[config.mk]
export PLATFORM = sky130hd
export DESIGN_NAME = crossing_request_scheduler
export DESIGN_NICKNAME = d
export VERILOG_FILES = /design/src/rtl/tlc_pkg.sv /design/src/rtl/btn_edge_sync.sv /design/src/rtl/crossing_request_scheduler.sv
export SDC_FILE = /design/constraint.sdc
export NUM_CORES = 1
export LEC_CHECK = 0
export CORE_UTILIZATION = 47
export DETAILED_ROUTE_END_ITERATION = 6
export PLACE_DENSITY_LB_ADDON = 0.08
export SETUP_SLACK_MARGIN = 0.02
export SLEW_MARGIN = 20
export SYNTH_ARGS = -nofsm -noshare
export SYNTH_HDL_FRONTEND = slang
export SYNTH_SLANG_ARGS = --single-unit
[constraint.sdc]
create_clock -name clk -period 2.1 [get_ports clk]
set_clock_uncertainty 0.1 [all_clocks]
set_input_delay 0.525 -clock clk [delete_from_list [all_inputs] [get_ports clk]]
set_output_delay 0.525 -clock clk [all_outputs]
set_load 0.02 [all_outputs]
[src/rtl/tlc_pkg.sv]
// Shared traffic-light encodings and the pedestrian scheduler state type.
package tlc_pkg;

  localparam logic [2:0] NS_GREEN  = 3'b000;
  localparam logic [2:0] NS_YELLOW = 3'b001;
  localparam logic [2:0] EW_GREEN  = 3'b010;
  localparam logic [2:0] EW_YELLOW = 3'b011;
  localparam logic [2:0] PED_GREEN = 3'b100;

  typedef enum logic [2:0] {
    S_IDLE,
    S_PENDING,
    S_SERVICING,
    S_HOLDOFF,
    S_PREEMPT
  } sched_state_t;

endpackage

[src/rtl/btn_edge_sync.sv]
// Two-flop synchronizer for one raw push-button plus a rising-edge detector.
module btn_edge_sync (
  input  logic clk,
  input  logic reset,
  input  logic btn,
  output logic evt
);

  logic s1;
  logic s2;
  logic prev;

  always_ff @(posedge clk) begin
    if (!reset) begin
      s1   <= 1'b0;
      s2   <= 1'b0;
      prev <= 1'b0;
    end else begin
      s1   <= btn;
      s2   <= s1;
      prev <= s2;
    end
  end

  // High for the cycle before the edge at which the press is acted on.
  assign evt = s2 & ~prev;

endmodule

[src/rtl/crossing_request_scheduler.sv]
// Pedestrian crossing request scheduler with emergency preempt.
// Optional wait-age urgency indicator enabled by CROSSING_WAIT_TIMEOUT_EN.
module crossing_request_scheduler
  import tlc_pkg::*;
#(
  parameter int NUM_BTN         = 4,
  parameter int HOLDOFF_CYCLES  = 20,
  parameter int MAX_WAIT_CYCLES = 40
) (
  input  logic               clk,
  input  logic               reset,
  input  logic [NUM_BTN-1:0] ped_btn,
  input  logic               emerg_req,
  input  logic [2:0]         ctrl_state,
  input  logic               ped_req_ready,
  output logic               ped_req_valid,
  output logic               preempt,
  output logic [NUM_BTN-1:0] wait_lamp,
  output logic               ped_urgent,
  output logic [7:0]         served_cnt
);

  localparam int HW = (HOLDOFF_CYCLES > 1) ? $clog2(HOLDOFF_CYCLES) : 1;

  if (HOLDOFF_CYCLES < 1 || MAX_WAIT_CYCLES < 1) begin : g_bad_cfg
    $error("HOLDOFF_CYCLES and MAX_WAIT_CYCLES must be at least 1");
  end

  sched_state_t       state;
  logic [NUM_BTN-1:0] evt;
  logic [NUM_BTN-1:0] lamp_set;
  logic [NUM_BTN-1:0] batch;
  logic [HW-1:0]      hold_cnt;
  logic               green_seen;

  for (genvar g = 0; g < NUM_BTN; g++) begin : g_sync
    btn_edge_sync u_sync (
      .clk   (clk),
      .reset (reset),
      .btn   (ped_btn[g]),
      .evt   (evt[g])
    );
  end

  // Re-presses of a lit button simply OR into an already-set bit.
  assign lamp_set = wait_lamp | evt;

  always_ff @(posedge clk) begin
    if (!reset) begin
      state         <= S_IDLE;
      ped_req_valid <= 1'b0;
      preempt       <= 1'b0;
      wait_lamp     <= '0;
      served_cnt    <= '0;
      batch         <= '0;
      hold_cnt      <= '0;
      green_seen    <= 1'b0;
    end else if (emerg_req) begin
      state         <= S_PREEMPT;
      preempt       <= 1'b1;
      ped_req_valid <= 1'b0;
      wait_lamp     <= lamp_set;
    end else begin
      case (state)
        S_IDLE: begin
          wait_lamp <= lamp_set;
          if (|lamp_set) begin
            state         <= S_PENDING;
            ped_req_valid <= 1'b1;
          end
        end
        S_PENDING: begin
          wait_lamp <= lamp_set;
          if (ped_req_ready) begin
            state         <= S_SERVICING;
            ped_req_valid <= 1'b0;
            batch         <= wait_lamp;
            green_seen    <= 1'b0;
          end
        end
        S_SERVICING: begin
          // Only lamps latched before acceptance are retired; later presses survive.
          if (green_seen && ctrl_state != PED_GREEN) begin
            wait_lamp  <= (wait_lamp & ~batch) | evt;
            served_cnt <= served_cnt + 8'd1;
            hold_cnt   <= '0;
            state      <= S_HOLDOFF;
          end else begin
            wait_lamp <= lamp_set;
            if (ctrl_state == PED_GREEN) begin
              green_seen <= 1'b1;
            end
          end
        end
        S_HOLDOFF: begin
          wait_lamp <= lamp_set;
          if (hold_cnt == HW'(HOLDOFF_CYCLES - 1)) begin
            if (|lamp_set) begin
              state         <= S_PENDING;
              ped_req_valid <= 1'b1;
            end else begin
              state <= S_IDLE;
            end
          end else begin
            hold_cnt <= hold_cnt + HW'(1);
          end
        end
        S_PREEMPT: begin
          wait_lamp <= lamp_set;
          preempt   <= 1'b0;
          hold_cnt  <= '0;
          state     <= S_HOLDOFF;
        end
        default: begin
          state         <= S_IDLE;
          ped_req_valid <= 1'b0;
          preempt       <= 1'b0;
        end
      endcase
    end
  end

`ifdef CROSSING_WAIT_TIMEOUT_EN
  localparam int AW = $clog2(MAX_WAIT_CYCLES + 1);

  logic [AW-1:0] age;

  always_ff @(posedge clk) begin
    if (!reset) begin
      age <= '0;
    end else if (wait_lamp == '0) begin
      age <= '0;
    end else if (age != AW'(MAX_WAIT_CYCLES)) begin
      age <= age + AW'(1);
    end
  end

  assign ped_urgent = (age >= AW'(MAX_WAIT_CYCLES));
`else
  assign ped_urgent = 1'b0;
`endif

endmodule
==> impl_metrics.csv, run 1 <==
group,metric,value,unit
critical_path,critical_path_class,"register to output pin",
routing,drt_pass1_iterations,4,
synth,ys.warnings.count,0,
power_and_ir_drop,peakVddDrop,0.000457,V
floorplanning,coreArea,0.00342,mm2
global_route,grt_antenna_before_repair,0,
critical_path,reg2reg_depth,5,
routing,vias,1326,
clocking,cts_tree,"built",
synth,synth_commonest_cells,"39 x dfxtp_1, 18 x and2_1, 13 x nor2b_1, 12 x nand2_1, 10 x xnor2_1",
routing,drc_errors,0,
final_layout,final_cells,261,
critical_path,cp.required,1470,ps
critical_path,cp_top_family,"buffers and inverters",
floorplanning,ios,26,
final_layout,nets,227,
critical_path,arrival,1390,ps
synth,syn_inst,179,
sta,fin_setup_tns,0,ps
clocking,clk_pin_slew,110,ps
final_layout,area_delta_synth_final,23.3,%
power_and_ir_drop,combPwrFrac,11.3,%
global_route,grt_pass1_vias,1313,
synth,synth-adder-area-share,1.45,%
floorplanning,die_height,62.6,um
routing,via_per_inst,5.08,
synth,synth_top_family_by_area,"simple AND/OR/NAND/NOR gates",
critical_path,path_cells,"clkdlybuf4s50_1",
synth,synth_top_cell_by_area,"dfxtp_1",
synth,syn-num-nets,192,
synth,yosys-top-cells-area,"dfxtp_1 45%, and2_1 6.5%, xnor2_1 5.1%, nor2b_1 4.7%, nand2_1 2.6%",
clocking,numCtsBuffers,5,
sta,fmax,497,MHz
sta,fin_ws,89.2,ps
synth,ys_seq_elements,39,
placement,placed_cells,253,
final_layout,antenna_cells,0,
synth,synth_seq_area_share,45.3,%
run,maxCapViolations,0,
sta,drv_slew,0,
sta,period_minus_slack,2010,ps
global_route,grt_max_degree,27,
sta,finalCritPeriodShare,95.8,%
routing,drtIter0Drc,78,
global_route,grt_pass1_wl,6060,um
floorplanning,start_util,50.5,%
synth,synth.avg_cell_area,9.64,um2
synth,synthArstFlopShare,0,%
clocking,post_cts_buffers,0,
critical_path,worst-path-stages,1,
critical_path,cp_slowest_cell,"clkdlybuf4s50_1",
clocking,htreeDepth,2,
floorplanning,die-area,0.00392,mm2
hold_path,holdPathStages,1,
clocking,clockBufferDepth,2,
critical_path,cp-end-kind,"output pin",
critical_path,slowest_delay,630,ps
synth,synth_cell_type_count,48,
routing,routed_wl,3370,um
synth,muxShareOfSynthArea,2.32,%
sta,rsz0062_at_grt,"no",
outcome,status,"completed",
power_and_ir_drop,p_int,964,uW
hold_path,hp-class,"register to register",
synth,synth_area,0.00173,mm2
placement,pre_cts_slack,-561,ps
critical_path,cp_max_fo,4,
synth,synth_edf_count,0,
placement,port_buffers,24,
synth,synthSimpleGateAreaFrac,31.9,%
synth,synthXorXnorAreaFrac,5.08,%
floorplanning,rows,21,
routing,ant_nets,0,
placement,dp_hpwl,2500,um
critical_path,critPathLaunchType,"register",
power_and_ir_drop,total_power,1.29,mW
power_and_ir_drop,p_sw_share,25.4,%
final_layout,drive_above_1_share,17.2,%
power_and_ir_drop,p_leak,0.818,nW
power_and_ir_drop,clockPowerShare,28.2,%
power_and_ir_drop,power.density,607,mW/mm2
sta,setup_violations,0,
placement,gp_congestion,0.814,
routing,wl_per_cell,12.9,um
critical_path,cp_num_buf_inv,1,
clocking,cts.sinks,39,
global_route,track_usage,19.9,%
final_layout,utilization,62.3,%
power_and_ir_drop,p_switching,327,uW
synth,synth.top_cell.area_share,45.3,%
floorplanning,die_w,62.6,um
power_and_ir_drop,p_seq_share,60.5,%
synth,yosys_most_used_dff,"dfxtp_1",
clocking,root_buffer,"clkbuf_4",
global_route,grt-ovfl-total,0,
sta,finalHoldViolations,0,
synth,synth-compound-area-share,9.86,%
synth,yosysMostFrequentCell,"dfxtp_1",
clocking,cts_hold_buf,0,
clocking,clk_latency,340,ps
==> metrics by stage <==
stage	hold WS (ps)	instance area (um2)
after global placement	318	2060
after floorplan	312	1730
after detailed placement	326	2060
after CTS	355	2120
after global routing	366	2130
final	349	2130
==> cell type report <==
| type | instances | area [um2] |
|---|---|---|
| inverters | 4 | 15.0 |
| clock buffers | 5 | 37.5 |
| fillers | 308 | 1290 |
| clock inverters | 3 | 15.0 |
| repair buffers | 36 | 337 |
| well taps | 46 | 57.6 |
| flip-flops and latches | 39 | 782 |
| multi-input cells | 128 | 883 |
==> cells in the final DEF (no fill, tap or decap), types with 2 or more instances in the layout <==
master and instances:
and2_1 18, clkinv_2 3, or3_1 2, or3b_2 2
nor2b_1 13, a21oi_2 2, clkbuf_4 5, clkdlybuf4s50_1 20
buf_4 12, nor4_1 3, nand3_1 8, a22oi_1 2
o21a_1 2, dlymetal6s2s_1 3, inv_1 4, mux2i_1 4
ha_1 2, a21oi_1 5, a32oi_1 2, nand2b_1 5
dfxtp_1 38, nand2_1 12, nor2_1 9, xnor2_1 10
nor3_2 2, a21boi_1 2
==> flip-flops by register name, indices dropped and copies added, names as in the netlist <==
register / count
g_sync.u_sync.s1: 4
g_sync.u_sync.prev: 4
batch: 4
ped_req_valid: 1
served_cnt: 8
g_sync.u_sync.s2: 4
preempt: 1
hold_cnt: 5
wait_lamp: 4
state: 3
green_seen: 1
==> per-layer routing <==
metal | GRT usage [%] | wire length, um | up-vias | share of wire (%)
met5 | 0 | 0 | - | 0
met4 | 9.01 | 78 | 0 | 2.3
met3 | 5.84 | 107 | 8 | 3.2
met2 | 33.0 | 1610 | 18 | 48
met1 | 23.7 | 1580 | 618 | 47
li1 | - | - | 682 | -
==> power by group through the flow <==
stage | logic (mW) | clock network [mW] | registers, mW
2_1_floorplan | 0.0885 | 0 | 0.798
3_3_place_gp | 0.145 | 0 | 0.797
3_5_place_dp | 0.147 | 0 | 0.798
4_1_cts | 0.147 | 0.384 | 0.781
5_1_grt | 0.161 | 0.417 | 0.786
6_report | 0.147 | 0.364 | 0.781
==> cell families after synthesis <==
logic type,Yosys count
buffers and inverters,12
AND/OR/NAND/NOR,88
adder cells (fa/ha/maj),2
XOR/XNOR,10
other,1
flip-flops,39
AO/OA/AOI/OAI,23
multiplexers,4
==> path summary, 6_finish.rpt <==
check / to / slack [ps] / start
max: wait_lamp[1] / 90 / wait_lamp[1]
min: g_sync[3].u_sync.s2 / 350 / g_sync[3].u_sync.s1
max reg2reg: served_cnt[7] / 250 / state[1]
min reg2reg: g_sync[3].u_sync.s2 / 350 / g_sync[3].u_sync.s1
==> timing repair <==
item                                   CTS  global route
resized for setup                        2             5
endpoints found under the hold margin    0             0
setup endpoints to repair               13             5
(Power assumes the default switching activity.)
==> run 2: changes to the inputs <==
--- a/config.mk
+++ b/config.mk
@@ -5,6 +5,7 @@
 export SDC_FILE = /design/constraint.sdc
 export NUM_CORES = 1
 export LEC_CHECK = 0
+export CAP_MARGIN = 20
 export CORE_UTILIZATION = 47
 export DETAILED_ROUTE_END_ITERATION = 6
 export PLACE_DENSITY_LB_ADDON = 0.08
==> results of run 2 <==
Same layout as run 1: the final DEF is identical, and so are final timing and power.
==> run 3: changes to the inputs <==
==> constraint.sdc (replaced) <==
create_clock -name clk -period 2.1 [get_ports clk]
set_clock_uncertainty 0.1 [all_clocks]
set_input_delay 0.42 -clock clk [delete_from_list [all_inputs] [get_ports clk]]
set_output_delay 0.42 -clock clk [all_outputs]
set_load 0.02 [all_outputs]
==> run 3 against run 2 <==
Compared with the run above:
- design area is 1.4% higher
- setup slack better by 68 ps
- cell count is 0.77% lower
- worst hold slack improved by 3.4 ps
- first-iteration DRC count is 9.0% lower
- critical path depth unchanged
- critical endpoint is now served_cnt[3]
- highest routed layer unchanged
==> impl_metrics.csv, run 3 (synthesized netlist as in run 1, its figures left out) <==
group,metric,value,unit
global_route,met2_usage,31.7,%
power_and_ir_drop,peakVddDrop,0.000540,V
critical_path,path_cells,"clkdlybuf4s50_1",
outcome,status,"completed",
sta,fmax,515,MHz
routing,ant_nets,0,
floorplanning,die-area,0.00392,mm2
critical_path,critPathLaunchType,"register",
final_layout,layout_common_cells,"38 x dfxtp_1, 23 x clkdlybuf4s50_1, 18 x and2_1",
power_and_ir_drop,power.density,721,mW/mm2
final_layout,drive_above_1_share,16.0,%
final_layout,area_delta_synth_final,24.9,%
clocking,post_cts_buffers,0,
floorplanning,die_height,62.6,um
power_and_ir_drop,total_power,1.55,mW
sta,rsz0062_at_grt,"no",
sta,finalCritPeriodShare,92.5,%
placement,post_dp_cell_area,0.00205,mm2
global_route,busiest_layer,"met2",
critical_path,reg2reg_depth,5,
clocking,clk_pin_slew,120,ps
run,maxCapViolations,0,
sta,relSlewSlack,67.0,%
global_route,grt_pass1_vias,1298,
final_layout,antenna_cells,0,
global_route,grt_antenna_before_repair,0,
sta,fin_setup_tns,0,ps
hold_path,holdPathStages,1,
sta,tightest_slew,491,ps
routing,drtIter0Drc,71,
routing,drt_pass1_iterations,4,
critical_path,cp_num_buf_inv,1,
power_and_ir_drop,p_leak,0.771,nW
clocking,clockBufferDepth,2,
critical_path,cp_max_fo,5,
clocking,root_buffer,"clkbuf_4",
placement,gp_congestion,0.816,
sta,fin_ws,157,ps
sta,period_minus_slack,1940,ps
floorplanning,rows,21,
floorplanning,coreArea,0.00342,mm2
placement,port_buffers,24,
final_layout,largest_registers,"served_cnt: 8 flops, hold_cnt: 5 flops",
hold_path,whs_endpoint,"g_sync[1].u_sync.s2",
placement,dp_hpwl,2440,um
critical_path,reg2reg_slack,210,ps
critical_path,regToRegEndpoint,"served_cnt[7]",
routing,via_per_inst,5.12,
sta,finalHoldViolations,0,
floorplanning,ios,26,
sta,drv_slew,0,
final_layout,utilization,63.1,%
global_route,met1_usage,23.5,%
critical_path,cp_slowest_cell,"clkdlybuf4s50_1",
global_route,track_usage,19.2,%
global_route,grt_max_degree,27,
routing,wl_per_cell,13.1,um
final_layout,final_common_cell,"dfxtp_1",
floorplanning,die_w,62.6,um
critical_path,arrival,1420,ps
critical_path,slowest_delay,650,ps
critical_path,cp_top_family,"buffers and inverters",
critical_path,critical_path_class,"register to output pin",
critical_path,cp.required,1580,ps
hold_path,hp-class,"register to register",
clocking,clk_latency,350,ps
final_layout,nets,225,
global_route,grt_pass1_wl,5850,um
placement,pre_cts_slack,-464,ps
clocking,numCtsBuffers,5,
clocking,htreeDepth,2,
routing,routed_wl,3390,um
clocking,cts.sinks,39,
clocking,cts_tree,"built",
global_route,grtUsageMet3,6.02,%
final_layout,largest_register_ffs,8,
sta,setup_violations,0,
global_route,grt-ovfl-total,0,
final_layout,design_area,0.00216,mm2
floorplanning,start_util,50.5,%
critical_path,cp-end-kind,"output pin",
critical_path,timing.rr.start,"state[1]",
routing,vias,1326,
routing,drc_errors,0,
hold_path,hp-start,"g_sync[1].u_sync.s1",
final_layout,regMostFlops,"served_cnt",
==> run 3: metrics by stage <==
step / hold WS (ps) / cells
6_report: 352 / 259
5_1_grt: 370 / 259
4_1_cts: 355 / 259
3_5_place_dp: 325 / 251
3_3_place_gp: 317 / 251
2_1_floorplan: 312 / 179
==> run 3: how the worst max path moves through the flow <==
stage             startpoint       endpoint  cells after the start  slack [ps]
2_1_floorplan      emerg_req    hold_cnt[2]                      7         160
3_3_place_gp       emerg_req    hold_cnt[4]                      7        -380
3_5_place_dp       emerg_req    hold_cnt[2]                      7        -460
4_1_cts             state[1]    hold_cnt[2]                      5         110
5_1_grt          hold_cnt[0]    hold_cnt[0]                      6          60
6_report       served_cnt[3]  served_cnt[3]                      1         160
==> run 3: layout make-up <==
cell class | count | area [um2]
tap | 46 | 57.6
fill | 295 | 1260
clock buffer | 5 | 37.5
clock inverter | 3 | 67.6
timing repair buffer | 34 | 314
inverter | 4 | 15.0
multi-input combinational | 128 | 882
sequential | 39 | 782
==> run 3: metal layers <==
layer | share of wire (%) | routed length (um)
met1 | 48 | 1620
met2 | 47 | 1610
met3 | 3.4 | 116
met4 | 1.4 | 49
met5 | 0 | 0
==> run 3: repair_timing <==
action,in CTS,in global routing
hold buffers,0,0
gates resized for setup,1,2
setup endpoints to repair,9,2
pin swaps,0,0
==> run 3: power breakdown <==
group          switching, mW  internal, mW  leakage [nW]
Clock                  0.259         0.370        0.0514
Sequential            0.0190         0.762         0.318
Combinational         0.0687        0.0750         0.401
Total                  0.347          1.21         0.771
